<file path="config.mk">
export PLATFORM = sky130hd
export DESIGN_NAME = cache_sync
export DESIGN_NICKNAME = d
export VERILOG_FILES = /design/src/rtl/cache_sync_pkg.sv /design/src/rtl/cache_sync_single_reg.sv /design/src/rtl/cache_sync.sv
export SDC_FILE = /design/constraint.sdc
export NUM_CORES = 1
export LEC_CHECK = 0
export BUFFER_PORTS_ARGS = -buffer_cell sky130_fd_sc_hd__buf_2
export CELL_PAD_IN_SITES_DETAIL_PLACEMENT = 1
export CELL_PAD_IN_SITES_GLOBAL_PLACEMENT = 1
export CORE_ASPECT_RATIO = 1.25
export CORE_MARGIN = 2
export CORE_UTILIZATION = 30
export DETAILED_ROUTE_END_ITERATION = 10
export PLACE_DENSITY = 0.63
export SLEW_MARGIN = 20
export SYNTH_ARGS = -nofsm -noshare
export SYNTH_HDL_FRONTEND = slang
export SYNTH_HIERARCHICAL = 1
export SYNTH_SLANG_ARGS = --single-unit
export TNS_END_PERCENT = 10
</file>
<file path="constraint.sdc">
create_clock -name clk -period 5.25 [get_ports clk]
set_clock_uncertainty 0.05 [all_clocks]
set_input_delay 0.525 -clock clk [delete_from_list [all_inputs] [get_ports clk]]
set_output_delay 0.525 -clock clk [all_outputs]
set_load 0.01 [all_outputs]
</file>
<file path="src/rtl/cache_sync_pkg.sv">
// rtl/cache_sync_pkg.sv - shared state encoding and line size for the cache window
package cache_sync_pkg;

    localparam int CACHE_LINE_BYTES = 8;

    typedef enum logic [1:0] {
        IDLE = 2'd0,
        WB   = 2'd1,
        FILL = 2'd2
    } cache_state_e;

endpackage

</file>
<file path="src/rtl/cache_sync_single_reg.sv">
// rtl/cache_sync_single_reg.sv - load-enabled register with asynchronous clear
module single_reg #(
    parameter int WIDTH = 8
) (
    input  logic             clk,
    input  logic             reset,
    input  logic             en_i,
    input  logic [WIDTH-1:0] d_i,
    output logic [WIDTH-1:0] q_o
);

    logic [WIDTH-1:0] val_q;

    always_ff @(posedge clk or posedge reset) begin
        if (reset) begin
            val_q <= '0;
        end else if (en_i) begin
            val_q <= d_i;
        end
    end

    assign q_o = val_q;

endmodule

</file>
<file path="src/rtl/cache_sync.sv">
// rtl/cache_sync.sv - byte window cache: writeback of a dirty line, then refill at the new base
module cache_sync
    import cache_sync_pkg::*;
#(
    parameter int LINE_BYTES = CACHE_LINE_BYTES
) (
    input  logic                          clk,
    input  logic                          reset,
    input  logic                          ptr_load,
    input  logic [7:0]                    new_ptr,
    input  logic [$clog2(LINE_BYTES)-1:0] rd_idx,
    output logic [7:0]                    rd_data,
    input  logic                          wr_en,
    input  logic [$clog2(LINE_BYTES)-1:0] wr_idx,
    input  logic [7:0]                    wr_data,
    output logic                          busy,
    output logic                          mem_req,
    output logic                          mem_we,
    output logic [7:0]                    mem_addr,
    output logic [7:0]                    mem_wdata,
    input  logic                          mem_ack,
    input  logic [7:0]                    mem_rdata
);

    localparam int IW = $clog2(LINE_BYTES);

    cache_state_e   state_q, state_d;
    logic [IW-1:0]  cnt_q, cnt_d;
    logic           valid_q, valid_d;
    logic           dirty_q, dirty_d;
    logic [7:0]     line_q [LINE_BYTES];
    logic [7:0]     base_q, pend_q;
    logic           base_en, pend_en;
    logic           line_we;
    logic [IW-1:0]  line_widx;
    logic [7:0]     line_wdata;
    logic           beat_last;

    single_reg #(.WIDTH(8)) u_base_reg (
        .clk   (clk),
        .reset (reset),
        .en_i  (base_en),
        .d_i   (pend_q),
        .q_o   (base_q)
    );

    single_reg #(.WIDTH(8)) u_pend_reg (
        .clk   (clk),
        .reset (reset),
        .en_i  (pend_en),
        .d_i   (new_ptr),
        .q_o   (pend_q)
    );

    assign beat_last = (cnt_q == IW'(LINE_BYTES - 1));
    assign rd_data   = line_q[rd_idx];
    assign busy      = (state_q != IDLE);

    always_comb begin
        state_d    = state_q;
        cnt_d      = cnt_q;
        valid_d    = valid_q;
        dirty_d    = dirty_q;
        base_en    = 1'b0;
        pend_en    = 1'b0;
        line_we    = 1'b0;
        line_widx  = wr_idx;
        line_wdata = wr_data;
        mem_req    = 1'b0;
        mem_we     = 1'b0;
        mem_addr   = 8'h00;
        mem_wdata  = 8'h00;
        case (state_q)
            IDLE: begin
                if (wr_en) begin
                    line_we = 1'b1;
                    dirty_d = 1'b1;
                end
                // a same-cycle write counts as dirty so the writeback carries it
                if (ptr_load && !(valid_q && (new_ptr == base_q))) begin
                    pend_en = 1'b1;
                    cnt_d   = '0;
                    state_d = (valid_q && (dirty_q || wr_en)) ? WB : FILL;
                end
            end
            WB: begin
                mem_req   = 1'b1;
                mem_we    = 1'b1;
                mem_addr  = base_q + 8'(cnt_q);
                mem_wdata = line_q[cnt_q];
                if (mem_ack) begin
                    cnt_d = beat_last ? '0 : cnt_q + IW'(1);
                    if (beat_last) begin
                        state_d = FILL;
                        dirty_d = 1'b0;
                    end
                end
            end
            FILL: begin
                mem_req  = 1'b1;
                mem_addr = pend_q + 8'(cnt_q);
                if (mem_ack) begin
                    line_we    = 1'b1;
                    line_widx  = cnt_q;
                    line_wdata = mem_rdata;
                    cnt_d      = beat_last ? '0 : cnt_q + IW'(1);
                    if (beat_last) begin
                        base_en = 1'b1;
                        valid_d = 1'b1;
                        dirty_d = 1'b0;
                        state_d = IDLE;
                    end
                end
            end
            default: state_d = IDLE;
        endcase
    end

    always_ff @(posedge clk or posedge reset) begin
        if (reset) begin
            state_q <= IDLE;
            cnt_q   <= '0;
            valid_q <= 1'b0;
            dirty_q <= 1'b0;
            for (int i = 0; i < LINE_BYTES; i++) begin
                line_q[i] <= 8'h00;
            end
        end else begin
            state_q <= state_d;
            cnt_q   <= cnt_d;
            valid_q <= valid_d;
            dirty_q <= dirty_d;
            if (line_we) begin
                line_q[line_widx] <= line_wdata;
            end
        end
    end

endmodule

</file>
==> impl_metrics.csv, run 1 <==
group,metric,value,unit
clocking,cts_tree,"yes",
yosys,synth_top_area_share,0.418,
clocking,cts_buffer_depth,2,
timing,post-route-min-period,3850,ps
global_routing,grt_antenna_before_repair,0,
detailed_routing,dr.pass1.iters,4,
yosys,yosys-top-cells-area,"dfrtp_1, mux2_2, mux4_2, mux2_4, mux2i_1",
placed_design,placed_cells,636,
yosys,ys_ff_latch,87,
floorplan,start_util,0.308,
placed_design,port_buffers,61,
detailed_routing,detail_route.iter0.violations,94,
final_layout,fin_area,5990,um2
detailed_routing,highest_layer,"met4",
power,swShare,0.356,
clocking,cts_sinks,87,
global_routing,grt_pass1_wl,21500,um
run_status,status,"complete, no violations",
final_layout,multiInputGateArea,2840,um2
global_routing,grt_pass1_vias,3808,
clocking,ctsHoldBuffers,0,
detailed_routing,wl_per_cell,20.8,um
final_layout,final_common_cell,"dfrtp_1",
setup_path,arrival,3270,ps
yosys,synthFlopType,"dfrtp_1",
floorplan,fp.dieH,151,um
setup_path,cpLargestDelayFamily,"adder cells",
timing,fin_ws,1400,ps
placed_design,place_hpwl,9240,um
timing,final.setup.tns,0,ps
detailed_routing,met1_length,5770,um
setup_path,crit_chain,"inv_1 > ha_1 > mux2_2 > ha_1 > a21o_1 > a21oi_1 > nor2_1 > a221oi_1 > a211oi_1 > buf_2",
global_routing,grt_max_degree,72,
placed_design,dp_worst_setup_slack,1790,ps
yosys,avgSynthCellArea,13.9,um2
timing,final_hold_viol_count,0,
setup_path,start_kind,"flip-flop",
detailed_routing,viasPerCell,5.15,
yosys,synth_edf_count,0,
setup_path,endpoint_kind,"output port",
yosys,yosysTopAreaCell,"dfrtp_1",
setup_path,max_stage_delay,620,ps
clocking,post_cts_buffers,0,
yosys,seq_area_frac_synth,0.418,
detailed_routing,ant_nets,0,
final_layout,fillers,1799,
final_layout,final_cell_mix,"dfrtp_1, mux2_2, buf_2",
min_path,holdCritPathClass,"in2async",
floorplan,rows,53,
global_routing,overflow,0,
placed_design,post_dp_cell_area,5670,um2
setup_path,cp_max_fo,15,
yosys,syn_inst,375,
power,switchingPower,1.28,mW
timing,max_freq,0.260,GHz
final_layout,areaGrowthSynthToFinish,14.8,%
setup_path,crit_buf_inv,2,
yosys,synth_nets,419,
setup_path,reg2reg_to,"line_q[0]",
detailed_routing,vias,3366,
setup_path,crit_type,"reg2out",
clocking,htreeDepth,3,
yosys,ys_async_sr_fraction,1.00,
floorplan,core,16900,um2
detailed_routing,drcViolationCount,0,
clocking,clk_pin_slew,60,ps
timing,tightest_slew,929,ps
yosys,synthDistinctLibCells,53,
global_routing,grt_usage,0.158,
setup_path,worstReg2RegStart,"state_q[0]",
power,irDropWorstVdd,0.000238,V
flow_run,max-cap-violations,0,
placed_design,globalplace.congestion,0.742,
yosys,netlist_area,5210,um2
yosys,ys_warn_count,6,
timing,grt_setup_unrepaired,"no",
timing,period_share,0.732,
setup_path,cpMaxStageDelayCell,"ha_1",
setup_path,r2r_slack,2170,ps
final_layout,layout-drive-gt1-share,0.521,
final_layout,seqCellArea,2180,um2
clocking,cts_buffers,9,
setup_path,worstPathRequired,4680,ps
clocking,clock_latency,350,ps
power,p_comb_frac,0.454,
setup_path,reg2regPathDepth,6,
power,leakagePower,2.57,nW
setup_path,worst_path_most_repeated_cell,"ha_1",
floorplan,die_x,122,um
detailed_routing,wirelength,13600,um
timing,slew_viol_final,0,
power,seq_power_share,0.357,
floorplan,design.die.area,18500,um2
final_layout,fin_nets,471,
timing,relSlewSlack,0.381,
detailed_routing,met2_length,7050,um
power,internal-power,2.30,mW
power,clock_power_share,0.190,
timing,setup-violations-final,0,
detailed_routing,routed-wl-met3,587,um
power,p_per_area,598,nW/um2
clocking,cts_root_buf,"clkbuf_16",
final_layout,instances_no_fill,653,
clocking,ctsResizeCount,0,
floorplan,pin_count,62,
==> layer usage <==
layer / vias up / track usage
met4: 0 / 0.0397
met2: 72 / 0.284
li1: 1505 / -
met1: 1776 / 0.188
met3: 13 / 0.0403
met5: - / 0
==> synthesized netlist by cell type, types with 3 or more instances <==
cell type / number
o21ai_0: 4
mux2i_1: 11
mux2_2: 76
nand3_1: 7
buf_2: 10
ha_1: 8
nor2_1: 9
dfrtp_1: 87
xnor2_1: 8
nor2b_1: 9
buf_6: 6
xor2_1: 5
nand2b_1: 3
mux4_2: 32
mux2_4: 24
nand2_1: 9
a21oi_1: 6
clkbuf_1: 4
inv_1: 12
a221o_1: 3
==> metrics by stage <==
stage	power, mW	hold WS (ps)	utilization
4_1_cts	3.64	114	0.354
6_report	3.58	104	0.354
3_3_place_gp	2.85	429	0.335
5_1_grt	3.83	125	0.354
2_1_floorplan	2.49	291	-
3_5_place_dp	2.93	449	0.335
==> worst register-to-register path, delay by kind of cell, from the launching register on <==
| family | cells | cell delay (ps) |
|---|---|---|
| compound gates | 1 | 470 |
| fa+ha+maj | 1 | 620 |
| buf+inv | 1 | 110 |
| flops | 1 | 400 |
| mux | 1 | 410 |
| simple gates | 2 | 920 |
==> state kept, by name (all words and copies together) (netlist names) <==
| name | flops |
|---|---|
| cnt_q | 3 |
| line_q | 64 |
| u_base_reg/q_o | 8 |
| dirty_q | 1 |
| u_pend_reg/q_o | 8 |
| valid_q | 1 |
| state_q | 2 |
==> layout make-up <==
type	count	area share
antenna	1	0.000418
clock buffer	10	0.0399
clock inverter	6	0.0125
inverter	13	0.00815
multi-input combinational	252	0.474
sequential	87	0.364
tap	220	0.0460
timing repair buffer	64	0.0548
==> power groups by stage <==
| stage | Sequential (mW) | Clock [mW] | Combinational (mW) |
|---|---|---|---|
| finish | 1.28 | 0.679 | 1.62 |
| detailed placement | 1.29 | 0 | 1.64 |
| global placement | 1.25 | 0 | 1.60 |
| CTS | 1.28 | 0.701 | 1.65 |
| floorplan | 1.17 | 0 | 1.32 |
| global route | 1.33 | 0.724 | 1.78 |
==> logic make-up after synthesis <==
family / count (synthesis) / synth area share
flip-flops: 87 / 0.418
AND/OR/NAND/NOR: 58 / 0.0650
adder cells (fa/ha/maj): 9 / 0.0230
XOR/XNOR: 13 / 0.0218
AO/OA/AOI/OAI: 29 / 0.0422
buffers and inverters: 36 / 0.0377
multiplexers: 143 / 0.393
==> worst max path at each step <==
stage | end | from | depth (start not counted)
final | mem_addr[5] | state_q[0] | 10
after global routing | mem_addr[5] | state_q[0] | 10
after floorplan | mem_addr[6] | state_q[0] | 13
after global placement | mem_addr[5] | state_q[0] | 10
after CTS | mem_addr[5] | state_q[0] | 10
after detailed placement | mem_addr[5] | state_q[0] | 10
Note: power is estimated with default switching activity, not from simulation.
==> inputs of run 2 (changes only) <==
==> constraint.sdc (replaced) <==
create_clock -name clk -period 3.65 [get_ports clk]
set_clock_uncertainty 0.05 [all_clocks]
set_input_delay 0.365 -clock clk [delete_from_list [all_inputs] [get_ports clk]]
set_output_delay 0.365 -clock clk [all_outputs]
set_load 0.01 [all_outputs]
==> run 2 against run 1 <==
  * Final cell count is 0.15% lower
  * Sequential power is 45% higher
  * Count of clock-buffer cells in the layout is 1 lower
  * Routed wire length is 0.57% higher
  * Flip-flop and latch count stayed put
  * Via count is 0.62% higher
  * Sequential share of layout area is 0.20 points higher
  * Critical path depth stayed put
  * Power is 40% higher
  * Clock power is 21% higher
  * Critical path type unchanged
==> impl_metrics.csv, run 2 (synthesis gave the netlist of run 1 again) <==
group,metric,value,unit
run_status,status,"complete, no violations",
setup_path,worst_path_most_repeated_cell,"ha_1",
setup_path,max_stage_delay,400,ps
power,clock_power_share,0.164,
timing,grt_setup_unrepaired,"no",
final_layout,final_cell_mix,"dfrtp_1, mux2_2, buf_2",
power,p_comb_frac,0.468,
setup_path,r2r_slack,810,ps
timing,relSlewSlack,0.370,
timing,tightest_slew,946,ps
setup_path,endpoint_kind,"output port",
setup_path,worstReg2RegStart,"state_q[0]",
power,switchingPower,1.81,mW
floorplan,fp.dieH,151,um
setup_path,crit_type,"reg2out",
clocking,cts_buffers,9,
clocking,cts_buffer_depth,2,
final_layout,fillers,1814,
min_path,min_from,"new_ptr[6]",
setup_path,reg2reg_to,"line_q[5]",
global_routing,grt_usage,0.157,
detailed_routing,dr.pass1.iters,4,
detailed_routing,detail_route.iter0.violations,96,
placed_design,place_hpwl,9400,um
power,seq_power_share,0.368,
timing,setup-violations-final,0,
detailed_routing,wl_per_cell,21.0,um
power,finalPower,5.02,mW
placed_design,post_dp_cell_area,5690,um2
floorplan,core,16900,um2
global_routing,overflow,0,
timing,slew_viol_final,0,
floorplan,rows,53,
final_layout,layout-drive-gt1-share,0.517,
timing,post-route-min-period,3310,ps
timing,final_hold_viol_count,0,
final_layout,areaGrowthSynthToFinish,14.2,%
floorplan,start_util,0.308,
global_routing,grt_pass1_wl,21400,um
final_layout,largest_reg_flops,64,
setup_path,reg2regPathDepth,7,
global_routing,grt_antenna_before_repair,1,
timing,fin_ws,336,ps
setup_path,cp_max_fo,6,
timing,max_freq,0.302,GHz
setup_path,start_kind,"flip-flop",
min_path,holdCritPathClass,"in2reg",
floorplan,design.die.area,18500,um2
detailed_routing,drcViolationCount,0,
global_routing,grt_pass1_vias,3784,
final_layout,fin_area,5950,um2
setup_path,worstPathRequired,3230,ps
floorplan,pin_count,62,
detailed_routing,ant_nets,0,
final_layout,final_common_cell,"dfrtp_1",
min_path,hold_depth,2,
placed_design,port_buffers,61,
timing,period_share,0.908,
power,p_per_area,844,nW/um2
min_path,min_to,"u_pend_reg/q_o[6]",
final_layout,regMostFlops,"line_q",
power,swShare,0.360,
setup_path,crit_buf_inv,2,
flow_run,max-cap-violations,0,
detailed_routing,wirelength,13700,um
placed_design,dp_worst_setup_slack,704,ps
power,irDropWorstVdd,0.000295,V
timing,final.setup.tns,0,ps
floorplan,die_x,122,um
power,leakagePower,2.56,nW
detailed_routing,vias,3387,
clocking,htreeDepth,3,
clocking,clk_pin_slew,60,ps
setup_path,cpLargestDelayFamily,"compound AO/OA/AOI/OAI gates",
setup_path,cpMaxStageDelayCell,"dfrtp_1",
clocking,cts_sinks,87,
global_routing,grt_max_degree,72,
detailed_routing,viasPerCell,5.19,
setup_path,crit_chain,"inv_1 > ha_1 > mux2_2 > ha_1 > a21o_1 > a21oi_1 > nor2_1 > a221oi_1 > a211oi_1 > buf_2",
power,internal-power,3.21,mW
clocking,clock_latency,340,ps
placed_design,globalplace.congestion,0.761,
clocking,cts_root_buf,"clkbuf_16",
clocking,cts_tree,"yes",
clocking,ctsResizeCount,0,
setup_path,arrival,2900,ps
final_layout,fin_nets,473,
clocking,post_cts_buffers,0,
[run 2: area by class of cell]
type,instances,area (um2),area share
repair buffers,66,358,0.0601
well taps,220,275,0.0462
clock inverters,4,26.3,0.00441
multi-input cells,252,2840,0.477
inverters,13,48.8,0.00820
diodes,1,2.50,0.000420
flip-flops and latches,87,2180,0.366
clock buffers,9,225,0.0378
[run 2: routing by layer]
layer	wire, um	GRT usage	vias to the layer above
li1	-	-	1507
met1	5920	0.193	1766
met2	6940	0.278	96
met3	564	0.0301	18
met4	246	0.0489	0
met5	0	0	-
[run 2: power groups by stage]
| stage | registers [mW] | clock network [mW] | logic [mW] |
|---|---|---|---|
| after floorplan | 1.68 | 0 | 1.90 |
| after global placement | 1.80 | 0 | 2.30 |
| after detailed placement | 1.86 | 0 | 2.37 |
| after CTS | 1.85 | 0.849 | 2.39 |
| after global routing | 1.92 | 0.899 | 2.56 |
| final | 1.85 | 0.823 | 2.35 |
[run 2: worst max-delay path by stage]
stage,cells past startpoint,endpoint,startpoint
finish,10,mem_addr[5],state_q[0]
floorplan,13,mem_addr[6],state_q[0]
global placement,10,mem_addr[5],state_q[0]
detailed placement,10,mem_addr[5],state_q[0]
global route,10,mem_addr[5],state_q[0]
CTS,10,mem_addr[5],state_q[0]
[run 2: what timing repair did]
item                                    CTS  global route
endpoints found under the setup margin    0             0
endpoints found under the hold margin    16             0
hold buffers                              1             0
[run 2: metrics by stage]
step	instances	util	hold slack, ps
final	652	0.352	230
after global routing	651	0.352	227
after CTS	651	0.352	216
after detailed placement	637	0.336	341
after global placement	637	0.336	333
after floorplan	375	-	131
[run 2: worst reg2reg max path: stages, from the launching register on]
cell	delay (ps)
dfrtp_1	400
inv_1	110
ha_1	320
buf_4	250
nand2_4	190
a41oi_2	410
nand2b_1	580
mux2_2	410
